File: src/rtl/uart_tx_core.sv
// UART transmit engine: programmable 5-8 data bits, optional parity, 1/2 stop bits, LSB first.
// Optional break generation is compiled in with `define UART_TX_BREAK_EN.
module uart_tx_core #(
  parameter int unsigned BAUD_DIV = 434,
  parameter int unsigned DIV_W    = 16
) (
  input  logic       pclk,
  input  logic       presetn,
`ifdef UART_TX_BREAK_EN
  input  logic       send_break,
`endif
  input  logic [7:0] tx_data,
  input  logic       start_tx,
  input  logic [4:0] cfg,
  output logic       tx,
  output logic       tx_busy,
  output logic       set_tx_done
);

  typedef enum logic [2:0] {S_IDLE, S_START, S_DATA, S_PARITY, S_STOP} state_t;

  localparam logic [DIV_W-1:0] BAUD_LAST = DIV_W'(BAUD_DIV - 1);

  state_t           r_state, w_state_nxt;
  logic [DIV_W-1:0] r_baud_cnt, w_baud_cnt_nxt;
  logic [2:0]       r_bit_idx, w_bit_idx_nxt;
  logic             r_stop_idx, w_stop_idx_nxt;
  logic             r_start_q, r_tx, r_busy, r_done;
  logic             w_tx_nxt, w_busy_nxt, w_done_nxt, w_load;
  logic [7:0]       r_sh_data;
  logic [4:0]       r_sh_cfg;
  logic             w_req, w_break, w_bit_end, w_last_data, w_parity;
  logic [7:0]       w_data_mask;

`ifdef UART_TX_BREAK_EN
  assign w_break = send_break;
`else
  assign w_break = 1'b0;
`endif

  assign w_req       = start_tx & ~r_start_q;
  assign w_bit_end   = (r_baud_cnt == BAUD_LAST);
  // Last data index is (bits - 1) = cfg[1:0] + 4.
  assign w_last_data = (r_bit_idx == {1'b1, r_sh_cfg[1:0]});
  assign w_parity    = (^(r_sh_data & w_data_mask)) ^ r_sh_cfg[4];

  always_comb begin
    case (r_sh_cfg[1:0])
      2'b00:   w_data_mask = 8'h1F;
      2'b01:   w_data_mask = 8'h3F;
      2'b10:   w_data_mask = 8'h7F;
      default: w_data_mask = 8'hFF;
    endcase
  end

  always_comb begin
    w_state_nxt    = r_state;
    w_baud_cnt_nxt = r_baud_cnt + DIV_W'(1);
    w_bit_idx_nxt  = r_bit_idx;
    w_stop_idx_nxt = r_stop_idx;
    w_busy_nxt     = r_busy;
    w_done_nxt     = r_done;
    w_load         = 1'b0;
    case (r_state)
      S_IDLE: begin
        w_baud_cnt_nxt = '0;
        if (w_req && !w_break) begin
          w_load         = 1'b1;
          w_state_nxt    = S_START;
          w_busy_nxt     = 1'b1;
          w_done_nxt     = 1'b0;
          w_bit_idx_nxt  = '0;
          w_stop_idx_nxt = 1'b0;
        end
      end
      S_START: begin
        if (w_bit_end) begin
          w_baud_cnt_nxt = '0;
          w_bit_idx_nxt  = '0;
          w_state_nxt    = S_DATA;
        end
      end
      S_DATA: begin
        if (w_bit_end) begin
          w_baud_cnt_nxt = '0;
          if (w_last_data) begin
            w_state_nxt    = r_sh_cfg[3] ? S_PARITY : S_STOP;
            w_stop_idx_nxt = 1'b0;
          end else begin
            w_bit_idx_nxt = r_bit_idx + 3'd1;
          end
        end
      end
      S_PARITY: begin
        if (w_bit_end) begin
          w_baud_cnt_nxt = '0;
          w_stop_idx_nxt = 1'b0;
          w_state_nxt    = S_STOP;
        end
      end
      S_STOP: begin
        if (w_bit_end) begin
          w_baud_cnt_nxt = '0;
          if (r_stop_idx == r_sh_cfg[2]) begin
            w_state_nxt = S_IDLE;
            w_busy_nxt  = 1'b0;
            w_done_nxt  = 1'b1;
          end else begin
            w_stop_idx_nxt = 1'b1;
          end
        end
      end
      default: w_state_nxt = S_IDLE;
    endcase
  end

  // Line level is decided from the next state so tx changes on the same edge as the state.
  always_comb begin
    w_tx_nxt = 1'b1;
    case (w_state_nxt)
      S_IDLE:   w_tx_nxt = ~w_break;
      S_START:  w_tx_nxt = 1'b0;
      S_DATA:   w_tx_nxt = r_sh_data[w_bit_idx_nxt];
      S_PARITY: w_tx_nxt = w_parity;
      default:  w_tx_nxt = 1'b1;
    endcase
  end

  always_ff @(posedge pclk or negedge presetn) begin
    if (!presetn) begin
      r_state    <= S_IDLE;
      r_baud_cnt <= '0;
      r_bit_idx  <= '0;
      r_stop_idx <= 1'b0;
      r_start_q  <= 1'b0;
      r_tx       <= 1'b1;
      r_busy     <= 1'b0;
      r_done     <= 1'b0;
    end else begin
      r_state    <= w_state_nxt;
      r_baud_cnt <= w_baud_cnt_nxt;
      r_bit_idx  <= w_bit_idx_nxt;
      r_stop_idx <= w_stop_idx_nxt;
      r_start_q  <= start_tx;
      r_tx       <= w_tx_nxt;
      r_busy     <= w_busy_nxt;
      r_done     <= w_done_nxt;
    end
  end

  // Shadow copies are pure data; they are only meaningful once a frame has been accepted.
  always_ff @(posedge pclk) begin
    if (w_load) begin
      r_sh_data <= tx_data;
      r_sh_cfg  <= cfg;
    end
  end

  assign tx          = r_tx;
  assign tx_busy     = r_busy;
  assign set_tx_done = r_done;

endmodule

File: config.mk
export PLATFORM = sky130hd
export DESIGN_NAME = uart_tx_core
export DESIGN_NICKNAME = d
export VERILOG_FILES = /design/src/rtl/uart_tx_core.sv
export SDC_FILE = /design/constraint.sdc
export NUM_CORES = 1
export LEC_CHECK = 0
export CAP_MARGIN = 20
export CORE_UTILIZATION = 46
export CTS_CLUSTER_SIZE = 20
export DETAILED_ROUTE_END_ITERATION = 6
export PLACE_DENSITY = 0.77
export SLEW_MARGIN = 40
export SYNTH_ARGS = -nofsm -noshare
export SYNTH_HDL_FRONTEND = slang
export SYNTH_SLANG_ARGS = --single-unit
File: constraint.sdc
create_clock -name pclk -period 2.5 [get_ports pclk]
set_clock_uncertainty 0.15 [all_clocks]
set_input_delay 0.75 -clock pclk [delete_from_list [all_inputs] [get_ports pclk]]
set_output_delay 0.75 -clock pclk [all_outputs]
set_load 0.03 [all_outputs]
==> Word level (Yosys, flattened, before mapping) <==
Index checks and enable logic that the tools add are counted.
W data, S select, Z words.
{ "word_totals": {"regBits": 40, "inputBits": 16, "out_inout_bits": 3, "wordCells": 80} }
{ "classes": {"n_addsub": 2, "n_lt_le_gt_ge": 1, "eq_ne": 19, "n_mux": 36, "bitwise_logic": 4, "reduce_logical": 8} }
{ "ops": {"columns": ["cell", "n"], "rows": [
  ["$mux W3", 12],
  ["$pmux W16 S2", 1],
  ["$pmux W8 S3", 1],
  ["$add A16 B1 Y16 const B", 1],
  ["$eq A16 B9 Y1 const B", 1],
  ["$mux W16", 1],
  ["$pmux W3 S5", 1],
  ["$mux W1", 14],
  ["$ne A2 B2 Y1 const B", 7],
  ["$eq A3 B2 Y1 const B", 4],
  ["$pmux W3 S3", 1],
  ["$and A8 B8 Y8", 1],
  ["$reduce_xor A8 Y1", 1],
  ["$reduce_and A7 Y1", 1],
  ["$eq A3 B1 Y1 const B", 2],
  ["$lt A3 B4 Y1 const B", 1],
  ["$pmux W1 S2", 2],
  ["$pmux W1 S4", 1],
  ["$reduce_and A4 Y1", 1],
  ["$reduce_bool A4 Y1", 1],
  ["$reduce_or A4 Y1", 1],
  ["$add A3 B1 Y3 const B", 1],
  ["$bmux W1 S3", 1],
  ["$eq A3 B3 Y1", 1],
  ["11 further kinds", 11]
]} }

==> Depth between registers and ports, before layout <==
Gate-level depths: netlist of run 1.
{ "depth": {"ltp_word": 7, "ltp_mapped": 10, "depth_no_buf": 9} }

==> Least setup slack after synthesis of run 1 <==
OpenSTA, ideal clock, no wires.
{ "synth_timing": {"path_type": "input -> register", "start": "input port start_tx", "end": "register r_tx (netlist: tx)", "setup_time_ns": 0.060, "t_arrival_ns": 2.585, "required_time_ns": 2.290, "path_slack_ns": -0.296, "path_stages": 7, "path_buffers": 0, "path_cell_list": "or4b_1 nor2_1 a21o_1 o31ai_2 mux2i_1 o211ai_1 o211a_1"} }
{ "synth_between": {"elab_chain_len": 6, "word_cells_on_any_way": 11, "classes_between": "eq/ne (3); mux (7); bitwise (1)"} }
{ "synth_lines": {"columns": ["item", "line_no", "text"], "rows": [
  ["start: declaration", "13", "input logic start_tx,"],
  ["$and A1 B1 Y1", "41", "assign w_req = start_tx & ~r_start_q;"],
  ["$mux W3", "67", "if (w_req && !w_break) begin"],
  ["$pmux W3 S3", "64", "case (r_state)"],
  ["net w_bit_idx_nxt[0]", "26", "logic [2:0] r_bit_idx, w_bit_idx_nxt;"],
  ["$bmux W1 S3", "123", "S_DATA: w_tx_nxt = r_sh_data[w_bit_idx_nxt];"],
  ["$mux W1 (implied by the code)", "123", null],
  ["$pmux W1 S3", "120", "case (w_state_nxt)"],
  ["net w_tx_nxt", "29", "logic w_tx_nxt, w_busy_nxt, w_done_nxt, w_load;"],
  ["end signal: assignment", "145", "r_tx <= w_tx_nxt;"],
  ["end: declaration", "28", "logic r_start_q, r_tx, r_busy, r_done;"]
]} }
The timed path passes the listed nets, and every way through them passes these cells. The select of a mux whose other input is x is not followed.
A chain may end at the register's enable or synchronous reset.

==> Final worst setup path of run 1 <==
{ "layout_timing": {"start": "register r_tx (netlist: tx)", "end": "output port tx"} }
{ "layout_rtl": {"columns": ["item", "line_no", "text"], "rows": [
  ["end: declaration", "15", "output logic tx,"]
]} }
No word-level cell between the ends.

==> results.yml, run 1 <==
yosys:
  synth_nets: 215
  dominant_combinational_cell_family_by_area_after_synthesis: "simple AND/OR/NAND/NOR gates"
  mapped_cells: 196
  post_synth_main_area_contributors: "sky130_fd_sc_hd__dfrtp_1 32%, sky130_fd_sc_hd__edfxtp_1 19%, sky130_fd_sc_hd__xnor2_1 5.1%"
  synth_compound_gate_area_share_pct: 10.8
  synth-async-reset-ratio_pct: 67.5
  netlist_area_sq_um: 2060
  ys_warn_count: 0
  synth-seq-area-share_pct: 51.7
  synth.area.mux_share_pct: 2.91
  leading_cell_types_by_count_after_synthesis: "26 x sky130_fd_sc_hd__dfrtp_1, 23 x sky130_fd_sc_hd__nor2_1, 18 x sky130_fd_sc_hd__nand2_1"
  synth_simple_gate_area_share_pct: 21.2
  ys_seq_elements: 40
  synth_area_leader_cell: "sky130_fd_sc_hd__dfrtp_1"
  post_synth_fa_ha_maj_area_fraction_pct: 1.82
  synth_edf_count: 13
  synth_flop_cell: "sky130_fd_sc_hd__dfrtp_1"
  yosys.area_share.xor_xnor_pct: 9.34
  post-synth-top-count-cell: "sky130_fd_sc_hd__dfrtp_1"
  synth_cell_types: 41
  netlist.area_leader.share_pct: 31.5
  postSynthAreaPerCell_sq_um: 10.5
worst_setup_path:
  critPathCaptureType: "output port"
  path_cells: "clkdlybuf4s50_1"
  timing.critical_path.fanout_max: 1
  slowest_delay_ps: 670
  critical_path_class: "flip-flop to output port"
  arrival_ps: 1490
  worst_setup_path_start_kind: "flip-flop"
  crit_family: "buffers and inverters"
  critical_path.slowest_cell: "sky130_fd_sc_hd__clkdlybuf4s50_1"
  critical_path.n_buffers_inverters: 1
  endpoint_required_time_on_the_critical_path_ps: 1600
clock_network:
  cts_root_buf: "sky130_fd_sc_hd__clkbuf_8"
  cts_max_path_buffers: 2
  clk-insertion-delay-late_ps: 300
  cts.sink_count: 40
  cts.reportedPaths.clkPinSlew_ps: 80
  cts_buffers: 5
  tritoncts: "built"
  htreeDepth: 2
global_routing:
  grt.overflow.total: 0
  number_of_global_route_vias_before_repair: 1396
  initial_antenna_violation_count: 0
  grt_max_degree: 28
  wire_length_of_the_first_global_routing_pass_um: 6450
  gr-usage-all-layers_pct: 18.8
layout:
  syn2layout_area_growth_pct: 20.9
  post_route_cells_drive_above_1_share_pct: 14.0
  antenna_cells: 0
  final_cell_count_no_fill: 278
  layout.filler_cells: 353
  nets: 246
floorplan:
  io-pin-count: 19
  placeableCoreArea_sq_um: 4140
  placement_rows: 23
  die_width_um: 69.0
  start_util_pct: 49.8
  die-area_sq_um: 4760
  dieHeight_um: 69.0
timing:
  hold_slack_ps: 361
  report.final.slew_viol_count: 0
  final-setup-viol-count: 0
  tightest_slew_ps: 424
  slew_headroom_pct: 71.7
  fin_crit_sh_pct: 95.7
  timing.final.crit_period_ps: 2390
  achievable_frequency_mhz: 418
  hold_viol: 0
power_and_ir_drop:
  switching_share_pct: 21.0
  max-vdd-ir-drop_v: 0.000395
  power_leakage_nw: 1.05
  power.sequential.fraction_pct: 58.2
  power.combinational.fraction_pct: 3.2
  switching_power_w: 0.000244
  internal_power_w: 0.000920
  power.density_cell_area_nw_per_um2: 467
  power.share.clock_pct: 38.7
detailed_routing:
  ant_nets: 0
  routed_wirelength_um: 4130
  detailedRoute.firstPassIterationCount: 5
  via_count: 1537
  vias_per_cell: 5.53
  initialDrtViolationCount: 108
  route.detailed.drc: 0
  routedWlPerCell_um: 14.9
status:
  run_status: "finished clean"
placement:
  port_buffers: 18
  post-place-cells: 268
  place_congestion: 0.774
  place_hpwl_um: 2940
job:
  max-cap-violations: 0
worst_hold_path:
  hp-class: "flip-flop to flip-flop"
## worst paths after layout
kind	endpoint	depth (start not counted)	slack, ps	from
min reg2reg	set_tx_done$_DFFE_PN0P_	2	360	set_tx_done$_DFFE_PN0P_
min in group asynchronous	r_baud_cnt[10]$_DFF_PN0_	2	680	presetn
max	tx	1	110	tx$_DFF_PN1_
max in group asynchronous	tx$_DFF_PN1_	2	1210	presetn
max reg2reg	tx$_DFF_PN1_	7	120	r_baud_cnt[10]$_DFF_PN0_
min	set_tx_done$_DFFE_PN0P_	2	360	set_tx_done$_DFFE_PN0P_
## power by group through the flow
stage | clock network [W] | logic (W) | registers (W)
floorplan | 0 | 0.00000164 | 0.000691
global placement | 0 | 0.0000364 | 0.000690
detailed placement | 0 | 0.0000377 | 0.000691
global route | 0.000500 | 0.0000402 | 0.000677
finish | 0.000450 | 0.0000368 | 0.000677
CTS | 0.000462 | 0.0000378 | 0.000677
## layer usage
metal / up-vias / part of all wire (%) / global-route usage, %
met5: - / 0 / 0
met4: 0 / 1.8 / 6.89
met3: 10 / 3.6 / 5.76
met2: 35 / 48 / 29.4
met1: 733 / 47 / 24.5
li1: 759 / - / -
## logic make-up (layout without fill, tap and decap cells)
group,count (synthesis),after routing
adders and majority gates,3,3
DFF,40,40
muxes,6,6
and+or+nand+nor,79,79
buffers and inverters,11,43
AOI/OAI and AO/OA,35,35
xor gates and xnor gates,22,22
## layout make-up
cell class | instances | area, sq um | area share (%)
multi-input combinational | 145 | 980 | 39.3
tap | 50 | 62.6 | 2.51
sequential | 40 | 1070 | 42.8
inverter | 5 | 18.8 | 0.752
clock buffer | 6 | 82.6 | 3.31
timing repair buffer | 30 | 273 | 10.9
clock inverter | 2 | 10.0 | 0.401
## layout by cell type, fill, tap and decap left out, types with 2 or more instances in the layout
cell type,instances
sky130_fd_sc_hd__a21o_1,3
sky130_fd_sc_hd__a21oi_1,7
sky130_fd_sc_hd__and3_1,4
sky130_fd_sc_hd__buf_4,12
sky130_fd_sc_hd__clkbuf_8,6
sky130_fd_sc_hd__clkdlybuf4s50_1,17
sky130_fd_sc_hd__clkinv_2,2
sky130_fd_sc_hd__dfrtp_1,25
sky130_fd_sc_hd__edfxtp_1,13
sky130_fd_sc_hd__ha_1,3
sky130_fd_sc_hd__inv_1,5
sky130_fd_sc_hd__mux2i_1,6
sky130_fd_sc_hd__nand2_1,18
sky130_fd_sc_hd__nand2b_1,3
sky130_fd_sc_hd__nand3_1,6
sky130_fd_sc_hd__nand3b_1,2
sky130_fd_sc_hd__nand4_1,4
sky130_fd_sc_hd__nor2_1,22
sky130_fd_sc_hd__nor3_1,2
sky130_fd_sc_hd__o211ai_1,2
sky130_fd_sc_hd__o21ai_0,13
sky130_fd_sc_hd__or3_1,6
sky130_fd_sc_hd__xnor2_1,12
sky130_fd_sc_hd__xor2_1,10
## through the flow
stage	power, W	util, %	setup TNS (ps)	cell area [sq um]	setup WS, ps
floorplan	0.000692	-	0	2070	70.6
global placement	0.000727	57.0	-934	2360	-276
detailed placement	0.000728	57.0	-1050	2360	-312
CTS	0.00118	59.2	0	2450	0.0397
global route	0.00122	60.2	-6.07	2490	-6.07
finish	0.00116	60.2	0	2490	109
## registers in the layout, indices dropped and copies added (netlist names)
name / flops
tx: 1
r_baud_cnt: 16
r_bit_idx: 3
r_start_q: 1
r_stop_idx: 1
r_sh_data: 8
r_sh_cfg: 5
set_tx_done: 1
r_state: 3
tx_busy: 1
## repair_timing
item,CTS,global route
hold buffers,0,0
setup buffers,0,2
gates resized for setup,0,7
setup endpoints to repair,0,1
No activity file was read; power rests on OpenSTA's default activity.
==> inputs of run 2 (changes only) <==
CAP_MARGIN = 10   (was 20)
REMOVE_ABC_BUFFERS = 1   (was unset)
==> results.yml, run 2 (synthesized netlist as in run 1, its figures left out) <==
status:
  run_status: "finished clean"
worst_setup_path:
  critPathCaptureType: "flip-flop"
  crit_path_start: "r_baud_cnt[0]$_DFF_PN0_"
  r2r_setup_slack_ps: 70
  worstReg2RegEnd: "tx$_DFF_PN1_"
  worstReg2RegStart: "r_baud_cnt[0]$_DFF_PN0_"
  arrival_ps: 2520
  ff2ff_path_depth: 8
  endpoint_required_time_on_the_critical_path_ps: 2590
  timing.critical_path.fanout_max: 7
  critical_path_class: "flip-flop to flip-flop"
  worst_setup_path_start_kind: "flip-flop"
layout:
  final_common_cell: "sky130_fd_sc_hd__dfrtp_1"
  final_util_pct: 61.5
  syn2layout_area_growth_pct: 23.5
  layout.filler_cells: 339
  final_cell_count_no_fill: 280
  nets: 248
  largest_register_ffs: 16
  antenna_cells: 0
  max_flop_register: "r_baud_cnt"
  leading_registers_by_flop_count: "r_baud_cnt: 16 flops, r_sh_data: 8 flops, r_sh_cfg: 5 flops"
  final_cell_mix: "26 x sky130_fd_sc_hd__dfrtp_1, 22 x sky130_fd_sc_hd__nor2_1, 18 x sky130_fd_sc_hd__nand2_1"
  post_route_cells_drive_above_1_share_pct: 14.8
power_and_ir_drop:
  switching_power_w: 0.000251
  power.sequential.fraction_pct: 54.1
  power_leakage_nw: 1.05
  internal_power_w: 0.000999
  max-vdd-ir-drop_v: 0.000361
  total_power_w: 0.00125
  power.share.clock_pct: 43.1
  switching_share_pct: 20.1
  power.combinational.fraction_pct: 2.8
  power.density_cell_area_nw_per_um2: 491
global_routing:
  gr-usage-all-layers_pct: 19.0
  initial_antenna_violation_count: 0
  grt_max_degree: 28
  wire_length_of_the_first_global_routing_pass_um: 6480
  grt.overflow.total: 0
  number_of_global_route_vias_before_repair: 1446
job:
  max-cap-violations: 0
floorplan:
  dieHeight_um: 69.0
  start_util_pct: 49.8
  die_width_um: 69.0
  placeableCoreArea_sq_um: 4140
  die-area_sq_um: 4760
  io-pin-count: 19
  placement_rows: 23
placement:
  port_buffers: 18
  post-place-cells: 268
  place_congestion: 0.950
  place_hpwl_um: 2680
  pre_cts_ws_ps: -359
worst_hold_path:
  timing.hold.worst_path_depth: 2
  hp-class: "flip-flop to flip-flop"
  worstHoldEndpoint: "set_tx_done$_DFFE_PN0P_"
  hold_start: "set_tx_done$_DFFE_PN0P_"
timing:
  fin_crit_sh_pct: 97.3
  slew_headroom_pct: 57.3
  hold_viol: 0
  report.final.slew_viol_count: 0
  timing.final.crit_period_ps: 2430
  achievable_frequency_mhz: 411
  final.setup.worst_slack_ps: 68.0
  tightest_slew_ps: 641
  final-setup-viol-count: 0
detailed_routing:
  routed_wirelength_um: 3980
  via_count: 1555
  ant_nets: 0
  vias_per_cell: 5.55
  initialDrtViolationCount: 145
  routedWlPerCell_um: 14.2
  route.detailed.drc: 0
  detailedRoute.firstPassIterationCount: 4
clock_network:
  cts_buffers: 5
  cts.reportedPaths.clkPinSlew_ps: 80
  cts.sink_count: 40
  cts_root_buf: "sky130_fd_sc_hd__clkbuf_8"
  clk-insertion-delay-late_ps: 300
  cts_max_path_buffers: 2
  tritoncts: "built"
  htreeDepth: 2
run 2: routing by layer:
| layer | part of all wire [%] | track usage, % | up-vias |
|---|---|---|---|
| met5 | 0 | 0 | - |
| met4 | 1.4 | 8.93 | 0 |
| met3 | 4.3 | 5.76 | 5 |
| met2 | 47 | 27.9 | 36 |
| met1 | 47 | 25.5 | 743 |
| li1 | - | - | 771 |
run 2: worst max path at each step:
stage                        end  slack, ps  cells past startpoint
CTS                 tx$_DFF_PN1_         60                      9
global route        tx$_DFF_PN1_        -20                      8
floorplan           tx$_DFF_PN1_       -300                      7
global placement    tx$_DFF_PN1_       -340                      8
finish              tx$_DFF_PN1_         70                      8
detailed placement  tx$_DFF_PN1_       -360                      8
run 2: timing repair:
action                     4_1_cts  5_1_grt
gates resized for setup          5        6
hold buffers                     0        0
gates cloned                     0        0
pin swaps                        3        1
setup endpoints to repair        1        1
setup buffers                    0        4
run 2: critical path, stage by stage, from the launching register on:
cell and delay, ps:
sky130_fd_sc_hd__dfrtp_1 430, sky130_fd_sc_hd__ha_1 210, sky130_fd_sc_hd__and4bb_2 250, sky130_fd_sc_hd__and4_2 250, sky130_fd_sc_hd__a21o_1 210, sky130_fd_sc_hd__o31ai_4 340
sky130_fd_sc_hd__mux2i_1 270, sky130_fd_sc_hd__o211ai_1 120, sky130_fd_sc_hd__o211a_1 130
run 2: area by class of cell:
cell class | count | area (sq um) | share of cell area, %
Sequential cell | 40 | 1070 | 41.9
Multi-Input combinational cell | 145 | 1000 | 39.3
Timing Repair Buffer | 32 | 284 | 11.1
Clock buffer | 5 | 68.8 | 2.70
Tap cell | 50 | 62.6 | 2.45
Clock inverter | 3 | 46.3 | 1.82
Inverter | 5 | 18.8 | 0.736
run 2: power groups by stage:
stage / Combinational (W) / Sequential (W) / Clock (W)
3_3_place_gp: 0.0000358 / 0.000690 / 0
3_5_place_dp: 0.0000363 / 0.000690 / 0
5_1_grt: 0.0000396 / 0.000677 / 0.000580
2_1_floorplan: 0.00000164 / 0.000691 / 0
6_report: 0.0000350 / 0.000677 / 0.000539
4_1_cts: 0.0000359 / 0.000677 / 0.000552
run 2: metrics by stage:
stage | TNS (ps) | hold WS, ps | instance area (sq um)
global route | -23.3 | 374 | 2550
detailed placement | -2900 | 329 | 2350
CTS | 0 | 349 | 2490
global placement | -2530 | 320 | 2350
floorplan | -296 | 304 | 2040
finish | 0 | 341 | 2550
